[config.mk]
export PLATFORM = sky130hd
export DESIGN_NAME = crypto_ctrl_fsm
export DESIGN_NICKNAME = d
export VERILOG_FILES = /design/src/rtl/crypto_ctrl_pkg.sv /design/src/rtl/crypto_ctrl_fsm_key_load_seq.sv /design/src/rtl/crypto_ctrl_fsm.sv
export SDC_FILE = /design/constraint.sdc
export NUM_CORES = 1
export LEC_CHECK = 0
export BUFFER_PORTS_ARGS = -buffer_cell sky130_fd_sc_hd__buf_4
export CAP_MARGIN = 20
export CORE_AREA = 2 2 48 50
export CTS_CLUSTER_DIAMETER = 100
export DETAILED_ROUTE_END_ITERATION = 7
export DIE_AREA = 0 0 50 52
export HOLD_SLACK_MARGIN = 0.08
export PLACE_DENSITY = 0.76
export SYNTH_ARGS = -nofsm -noshare
export SYNTH_HDL_FRONTEND = slang
export SYNTH_HIERARCHICAL = 1
export SYNTH_SLANG_ARGS = --single-unit
[constraint.sdc]
create_clock -name clk -period 2.9 [get_ports clk]
set_input_delay 0.145 -clock clk [delete_from_list [all_inputs] [get_ports clk]]
set_output_delay 0.145 -clock clk [all_outputs]
set_load 0.1 [all_outputs]
[src/rtl/crypto_ctrl_pkg.sv]
// Shared types and constants for the crypto control unit: FSM state encoding and
// host status-word bit positions.
package crypto_ctrl_pkg;

    typedef enum logic [3:0] {
        StIdle,
        StKeyLoad,
        StKeySettle,
        StEncrypt,
        StDecrypt,
        StGetData,
        StDidRead,
        StFixRx,
        StEnqTx,
        StTxStall
    } ctrl_state_e;

    localparam int unsigned STATUS_W = 6;

    localparam int unsigned ST_RX_FULL   = 0;
    localparam int unsigned ST_TX_NEMPTY = 1;
    localparam int unsigned ST_DEC       = 2;
    localparam int unsigned ST_ENC       = 3;
    localparam int unsigned ST_KEY       = 4;
    localparam int unsigned ST_ERR       = 5;

endpackage

[src/rtl/crypto_ctrl_fsm_key_load_seq.sv]
// Key-load sequencer: counts KEY_WORDS key-FIFO reads, then KEY_SETTLE idle cycles.
// The FSM pulses start on entry to the load and watches the two done flags.
module key_load_seq #(
    parameter int unsigned KEY_WORDS  = 4,
    parameter int unsigned KEY_SETTLE = 3
) (
    input  logic clk,
    input  logic n_reset,
    input  logic start,
    input  logic load_active,
    input  logic settle_active,
    output logic words_done,
    output logic settle_done
);

    localparam int unsigned WORD_W   = (KEY_WORDS > 1) ? $clog2(KEY_WORDS) : 1;
    localparam int unsigned SETTLE_W = (KEY_SETTLE > 1) ? $clog2(KEY_SETTLE) : 1;

    localparam logic [WORD_W-1:0]   WORD_LAST   = WORD_W'(KEY_WORDS - 1);
    localparam logic [SETTLE_W-1:0] SETTLE_LAST =
        SETTLE_W'((KEY_SETTLE > 0) ? KEY_SETTLE - 1 : 0);

    logic [WORD_W-1:0]   word_cnt_q;
    logic [SETTLE_W-1:0] settle_cnt_q;

    assign words_done  = load_active && (word_cnt_q == WORD_LAST);
    assign settle_done = settle_active && (settle_cnt_q == SETTLE_LAST);

    always_ff @(posedge clk) begin
        if (!n_reset || start) begin
            word_cnt_q   <= '0;
            settle_cnt_q <= '0;
        end else begin
            if (load_active) begin
                word_cnt_q <= words_done ? '0 : word_cnt_q + 1'b1;
            end
            if (settle_active) begin
                settle_cnt_q <= settle_done ? '0 : settle_cnt_q + 1'b1;
            end
        end
    end

endmodule

[src/rtl/crypto_ctrl_fsm.sv]
// Master control FSM for the UART encrypt/decrypt datapath.
// Define CRYPTO_REKEY_EN to allow reloading the key after key_ready is set.
module crypto_ctrl_fsm
    import crypto_ctrl_pkg::*;
#(
    parameter int unsigned KEY_WORDS  = 4,
    parameter int unsigned KEY_SETTLE = 3,
    parameter int unsigned RETRY_MAX  = 7,
    parameter int unsigned ERR_W      = 4
) (
    input  logic                clk,
    input  logic                n_reset,
    input  logic                key_in,
    input  logic                enc_req,
    input  logic                dec_req,
    input  logic                rx_empty,
    input  logic                rx_full,
    input  logic                tx_empty,
    input  logic                tx_full,
    input  logic                framing_error,
    input  logic                data_done,
    input  logic                accepted,
    output logic                is_encrypt,
    output logic                is_decrypt,
    output logic                read_fifo,
    output logic                rcv_deq,
    output logic                fix_error,
    output logic                trans_enq,
    output logic                read_fifo_keygen,
    output logic                key_ready,
    output logic [ERR_W-1:0]    err_count,
    output logic [STATUS_W-1:0] status_bits
);

    localparam int unsigned    RETRY_W    = $clog2(RETRY_MAX + 1);
    localparam logic [RETRY_W-1:0] RETRY_LAST = RETRY_W'(RETRY_MAX - 1);

    ctrl_state_e        state_q, state_d;
    logic [RETRY_W-1:0] retry_q, retry_d;
    logic               key_ready_q, key_ready_d;
    logic [ERR_W-1:0]   err_q, err_d;

    logic key_start;
    logic words_done;
    logic settle_done;
    logic key_allowed;

`ifdef CRYPTO_REKEY_EN
    assign key_allowed = key_in;
`else
    assign key_allowed = key_in && !key_ready_q;
`endif

    key_load_seq #(
        .KEY_WORDS  (KEY_WORDS),
        .KEY_SETTLE (KEY_SETTLE)
    ) u_key_load_seq (
        .clk           (clk),
        .n_reset       (n_reset),
        .start         (key_start),
        .load_active   (state_q == StKeyLoad),
        .settle_active (state_q == StKeySettle),
        .words_done    (words_done),
        .settle_done   (settle_done)
    );

    always_ff @(posedge clk) begin
        if (!n_reset) begin
            state_q     <= StIdle;
            retry_q     <= '0;
            key_ready_q <= 1'b0;
            err_q       <= '0;
        end else begin
            state_q     <= state_d;
            retry_q     <= retry_d;
            key_ready_q <= key_ready_d;
            err_q       <= err_d;
        end
    end

    always_comb begin
        state_d   = state_q;
        retry_d   = retry_q;
        key_start = 1'b0;

        unique case (state_q)
            StIdle: begin
                if (data_done) begin
                    state_d = tx_full ? StTxStall : StEnqTx;
                end else if (!rx_empty && !framing_error) begin
                    state_d = StGetData;
                end else if (enc_req && key_ready_q) begin
                    state_d = StEncrypt;
                end else if (dec_req && key_ready_q) begin
                    state_d = StDecrypt;
                end else if (key_allowed) begin
                    state_d   = StKeyLoad;
                    key_start = 1'b1;
                end
            end
            StKeyLoad: begin
                if (words_done) begin
                    state_d = (KEY_SETTLE == 0) ? StIdle : StKeySettle;
                end
            end
            StKeySettle: begin
                if (settle_done) begin
                    state_d = StIdle;
                end
            end
            StEncrypt, StDecrypt, StFixRx: begin
                state_d = StIdle;
            end
            StGetData: begin
                state_d = framing_error ? StFixRx : StDidRead;
            end
            StDidRead: begin
                if (accepted) begin
                    retry_d = '0;
                    state_d = StIdle;
                end else if (retry_q == RETRY_LAST) begin
                    retry_d = '0;
                    state_d = StFixRx;
                end else begin
                    retry_d = retry_q + 1'b1;
                    state_d = StGetData;
                end
            end
            StTxStall: begin
                if (!tx_full) begin
                    state_d = StEnqTx;
                end
            end
            StEnqTx: begin
                // A late tx_full suppresses the enqueue; retry it from the stall state.
                state_d = tx_full ? StTxStall : StIdle;
            end
            default: begin
                state_d = StIdle;
            end
        endcase
    end

    always_comb begin
        key_ready_d = key_ready_q;
        err_d       = err_q;

        if (state_d == StIdle && (state_q == StKeyLoad || state_q == StKeySettle)) begin
            key_ready_d = 1'b1;
        end
`ifdef CRYPTO_REKEY_EN
        if (key_start) begin
            key_ready_d = 1'b0;
        end
`endif
        // FixRx always returns to Idle, so this fires exactly once per entry.
        if (state_d == StFixRx && err_q != '1) begin
            err_d = err_q + 1'b1;
        end
    end

    always_comb begin
        read_fifo_keygen = (state_q == StKeyLoad);
        is_encrypt       = (state_q == StEncrypt);
        is_decrypt       = (state_q == StDecrypt);
        read_fifo        = (state_q == StGetData);
        rcv_deq          = (state_q == StDidRead) && accepted;
        fix_error        = (state_q == StFixRx);
        trans_enq        = (state_q == StEnqTx) && !tx_full;
        key_ready        = key_ready_q;
        err_count        = err_q;
    end

    always_comb begin
        status_bits               = '0;
        status_bits[ST_RX_FULL]   = rx_full;
        status_bits[ST_TX_NEMPTY] = !tx_empty;
        status_bits[ST_DEC]       = is_decrypt;
        status_bits[ST_ENC]       = is_encrypt;
        status_bits[ST_KEY]       = key_ready_q;
        status_bits[ST_ERR]       = (err_q != '0);
    end

endmodule
Word-level counts from Yosys, hierarchy flattened

Index checks and enable logic that the tools add are counted.
Widths: inputs -> output; s select.

Bitwise logic cells: 0
Multipliers: 0
Reductions and logical operators: 21
Multiplexer cells: 24
Eq/ne operators: 14
Magnitude comparators: 0
Divide/modulo/power cells: 0
Add/subtract/negate cells: 4
Shift-type cells: 0

Operator list:

| operator            | count |
|---|---|
| $mux 4              | 9 |
| $pmux 4 s7          | 1 |
| $eq 4x3->1 const B  | 5 |
| $logic_and 1x1->1   | 10 |
| $mux 3              | 3 |
| $eq 4x2->1 const B  | 2 |
| $eq 4x4->1 const B  | 2 |
| $logic_not 4->1     | 2 |
| $mux 1              | 8 |
| $logic_not 1->1     | 6 |
| $mux 2              | 3 |
| $add 2x1->2 const B | 2 |
| $add 4x1->4 const B | 1 |
| $eq 2x2->1 const B  | 2 |
| $eq 4x1->1 const B  | 1 |
| $ne 4x4->1 const B  | 1 |
| $reduce_bool 4->1   | 1 |
| $add 3x1->3 const B | 1 |
| $eq 3x3->1 const B  | 1 |
| $logic_or 1x1->1    | 2 |

RAM bits: 0
Bits in latches: 0
Bits in read-only memories: 0
Memories: 0
Output and inout bits: 18
Flip-flop bits (word level): 16

Logic depth before layout (Yosys ltp)

Word-level depth: 10
Mapped depth: 9
Gate-level depth less buffers: 9

Modules after synthesis

Netlist, hierarchy kept.

Modules (own cells, without submodules):

| module          | area an instance (µm²) | times used | cells each | seq. area each (µm²) |
|---|---|---|---|---|
| crypto_ctrl_fsm | 825.8                  | 1          | 111        | 240.2 |
| key_load_seq    | 186.4                  | 1          | 19         | 80.1 |

Least setup slack after synthesis

Ideal clock, no wire load.

Path kind: reg-to-reg
From: register state_q[1]
To: register err_q[3], in the netlist err_count[3]
Cell stages (with the launch flop): 10
Data arrival time: 4.199 ns
Setup slack: -1.371 ns
Cell sequence: dfxtp_1 > nand2b_1 > nor3_1 > and2_1 > nor2_1 > o32a_1 > o22ai_1 > a31oi_1 > or4_1 > a21oi_1

RTL lines:

| element                | line                               | text |
|---|---|---|
| start, declared        | crypto_ctrl_fsm.sv:38              | `ctrl_state_e state_q, state_d;` |
| start signal, assigned | crypto_ctrl_fsm.sv:69              | `state_q <= StIdle;` |
| start signal, assigned | crypto_ctrl_fsm.sv:74              | `state_q <= state_d;` |
| $eq 4x1->1             | n/a                                |  |
| via read_fifo_keygen   | crypto_ctrl_fsm.sv:29              | `output logic read_fifo_keygen,` |
| $logic_and 1x1->1      | crypto_ctrl_fsm_key_load_seq.sv:26 | `assign words_done = load_active && (word_cnt_q == WORD_LAST);` |
| via words_done         | crypto_ctrl_fsm.sv:44              | `logic words_done;` |
| $mux 4                 | crypto_ctrl_fsm.sv:102             | `if (words_done) begin` |
| $pmux 4 s7             | crypto_ctrl_fsm.sv:86              | `unique case (state_q)` |
| $eq 4x3->1             | crypto_ctrl_fsm.sv:157             | `if (state_d == StFixRx && err_q != '1) begin` |
| $logic_and 1x1->1      | crypto_ctrl_fsm.sv:157             |  |
| end signal, assigned   | crypto_ctrl_fsm.sv:77              | `err_q <= err_d;` |
| end, declared          | crypto_ctrl_fsm.sv:41              | `logic [ERR_W-1:0] err_q, err_d;` |

The timed path passes the listed nets, and every way through them passes these cells.
A chain may end at the register's enable or synchronous reset.

Worst setup path after layout

From: register state_q[1]
To: register err_q[3], in the netlist err_count[3]

RTL lines:

| element           | line                               | text |
|---|---|---|
| $eq 4x1->1        | crypto_ctrl_fsm.sv:61              | `.load_active (state_q == StKeyLoad),` |
| $logic_and 1x1->1 | crypto_ctrl_fsm_key_load_seq.sv:26 |  |
| via words_done    | crypto_ctrl_fsm.sv:44              |  |
| $mux 4            | crypto_ctrl_fsm.sv:102             |  |
| $pmux 4 s7        | crypto_ctrl_fsm.sv:86              |  |
| $eq 4x3->1        | crypto_ctrl_fsm.sv:157             |  |
| $logic_and 1x1->1 | crypto_ctrl_fsm.sv:157             |  |

The timed path passes the listed nets, and every way through them passes these cells.

==> results.md <==
* I/O Buffers at 27
* Die footprint at 0.00260 sq mm
* Cell Chain, Critical Path: nand2b_1 -> nor3_2 -> and2_1 -> or2_2 -> a211oi_1 -> nor4_1 -> or2_4 -> or4_1 -> a21oi_1
* Sequential power share at 41.7%
* Detail-routed via count per cell at 5.51
* Sequential area share after synthesis at 31.6%
* Post-synthesis register bit count at 16
* Routed wire length at 2280 um
* Vias post-DR at 1,002
* N_diodes at 0
* Placed Cells at 179
* Warnings from Yosys at 6
* First-pass detailed-route iteration total at 4
* Iteration-0 DRC Markers at 13
* Leading area contributor after synthesis: dfxtp_1
* Status: complete, no violations
* Cell area after layout at 0.00126 sq mm
* Kind of cell adding the most delay to the critical path: simple AND/OR/NAND/NOR gates
* Top cells by area, synth: dfxtp_1 32%, nor2_1 6.3%, nand2b_1 6.2%
* Critical Path End Type: flop
* Lkg Pwr at 0.514 nW
* Slew Limit Fails at 0
* Number of global-route vias before repair at 900
* Routability cong. at 0.860
* I/O pins at 30
* Final worst-path cycle share at 90.7%
* Netlist cell types at 40
* Fraction of registers with async set/reset at 0%
* Die W at 50 um
* Routed Antenna Nets at 0
* CTS Root Buffer Type: clkbuf_4
* PwrDens at 494 mW/mm^2
* Largest net degree at the start of global routing at 14
* Vert. Die Dim at 52 um
* Hold Path Origin: n_reset
* Syn Inst Count at 130
* CP required at 3110 ps
* CP max FO at 9
* Buf/Inv on CP at 0
* Hold WC Path Type: primary input to flop
* Post-CTS Resized at 0
* Max-cap violations at 0
* Syn Area/Cell at 7.79 sq um
* Core area at 0.00211 sq mm
* Arrival @ worst endpoint at 2840 ps
* Switch share at 41.6%
* Slew HR at 65.7%
* Post-Syn Nets at 145
* Sink Count at 16
* Worst hold slack at 147 ps
* Area grow syn2layout at 24.4%
* Setup crit start: state_q[1]
* Reg2reg start: state_q[1]
* CTS clk-pin slew, worst paths at 80 ps
* Mapped Area at 0.00101 sq mm
* Worst vdd ir at 0.320 mV
* Peak per-stage delay on the critical path at 490 ps
* Clock buffer depth at 2
* Clock buffer count from CTS at 3
* Initial antenna violation count at 0
* Slowest cell on the critical path: dfxtp_1
* Top post-synthesis cells by count: 17 x nor2_1, 16 x dfxtp_1, 11 x nand2_1
* Setup-failing EPs final at 0
* Placed Area at 0.00124 sq mm
* Final hold violations at 0
* Slew @ Worst Pin at 513 ps
* Share of the synthesized area in the top cell type at 31.6%
* Count leader, synth: nor2_1
* Clock Latency Late Sink at 270 ps
* Grt ovf at 0
* Global-route wire length before repair at 3800 um
* WL per Instance at 12.5 um
* Starting density of the core at 48.1%
* Nets at 171
* Final cell count without fillers at 182
* Max frequency at 380 MHz
* Startpoint Class: flop
* Internal power at 0.000363 W
* Net Switching at 0.000259 W
* Clk network pwr share at 17.7%
* Dpl hpwl at 1760 um
* Cts hold-fix bufs at 0
* Layout cells sized above 1 at 27.3%
* Fin crit period at 2630 ps
* Crit Path Class: flop to flop
* H-tree depth at 1
* DRC at 0
* Total global-route track usage at 18.9%
* Post-synth EDFFs at 0
* Skew final at 0.990 ps
* Gate power share at 40.6%
* CTS tree: done
* Post CTS Setup Buffer Count at 0
* RSZ-0062 raised after global routing: no
* Dominant synthesized flop cell: dfxtp_1
* Placement Rows at 17
* Fillers at 194
through the flow:
stage	utilization, %	worst slack (ps)	setup TNS, ps	total power, W
CTS	59.8	303	0	0.000626
detailed placement	58.7	340	0	0.000514
global route	59.8	191	0	0.000658
floorplan	-	-386	-1420	0.000470
finish	59.8	269	0	0.000622
global placement	58.7	443	0	0.000511
registers in the layout, summed over array words and instances (netlist names):
| register | cells |
|---|---|
| err_count | 4 |
| retry_q | 3 |
| state_q | 4 |
| u_key_load_seq/word_cnt_q | 2 |
| key_ready | 1 |
| u_key_load_seq/settle_cnt_q | 2 |
power groups by stage:
stage / Clock (W) / Combinational [W] / Sequential (W)
6_report: 0.000110 / 0.000253 / 0.000259
4_1_cts: 0.000116 / 0.000253 / 0.000258
5_1_grt: 0.000126 / 0.000270 / 0.000262
2_1_floorplan: 0 / 0.000196 / 0.000274
3_5_place_dp: 0 / 0.000251 / 0.000263
3_3_place_gp: 0 / 0.000249 / 0.000262
kinds of logic after synthesis:
| kind of cell | share of synthesized area (%) |
|---|---|
| AOI/OAI and AO/OA | 18.3 |
| buffers and inverters | 6.43 |
| and+or+nand+nor | 37.0 |
| muxes | 2.97 |
| adders and majority gates | 3.71 |
| DFF | 31.6 |
per-layer routing:
metal | part of all wire (%) | wire length (um) | up-vias | track usage [%]
li1 | - | - | 511 | -
met1 | 46 | 1050 | 465 | 23.2
met2 | 48 | 1090 | 24 | 32.7
met3 | 5.1 | 117 | 2 | 4.02
met4 | 0.61 | 14 | 0 | 6.48
met5 | 0 | 0 | - | 0
tightest hold or removal path, delay by kind of cell:
family,cells,cell delay (ps)
compound gates,1,40
buf+inv,1,140
simple gates,1,60
cells in the final DEF, fill, tap and decap left out, types with 2 or more instances in the layout:
cell type and instances:
or3b_1 2, nand2_1 11, mux2i_1 3, and3_1 2, buf_4 28, or4_1 2
inv_1 5, a211oi_1 2, clkbuf_4 3, o22ai_1 2, a21oi_1 9, a31oi_1 2
nand3_1 2, nand3b_1 2, dfxtp_1 16, nor2b_1 3, nor3_1 3, nor2_1 17
and2_1 2, o41ai_1 2, nand2b_1 10, ha_1 3, o21ai_0 3, nor4_1 2
nor3_2 4
final timing paths:
path | cells after the start | to | slack [ps]
hold / removal | 3 | state_q[3] | 150
setup / recovery | 9 | err_count[3] | 270
hold reg to reg | 2 | u_key_load_seq/settle_cnt_q[1] | 500
setup reg to reg | 9 | err_count[3] | 270
area by class of cell:
type,count,area [sq um],area share [%]
multi-input cells,101,648,51.5
repair buffers,28,210,16.7
clock buffers,3,22.5,1.79
inverters,6,22.5,1.79
flip-flops and latches,16,320,25.4
well taps,28,35.0,2.78
Note: power is estimated with default switching activity, not from simulation.
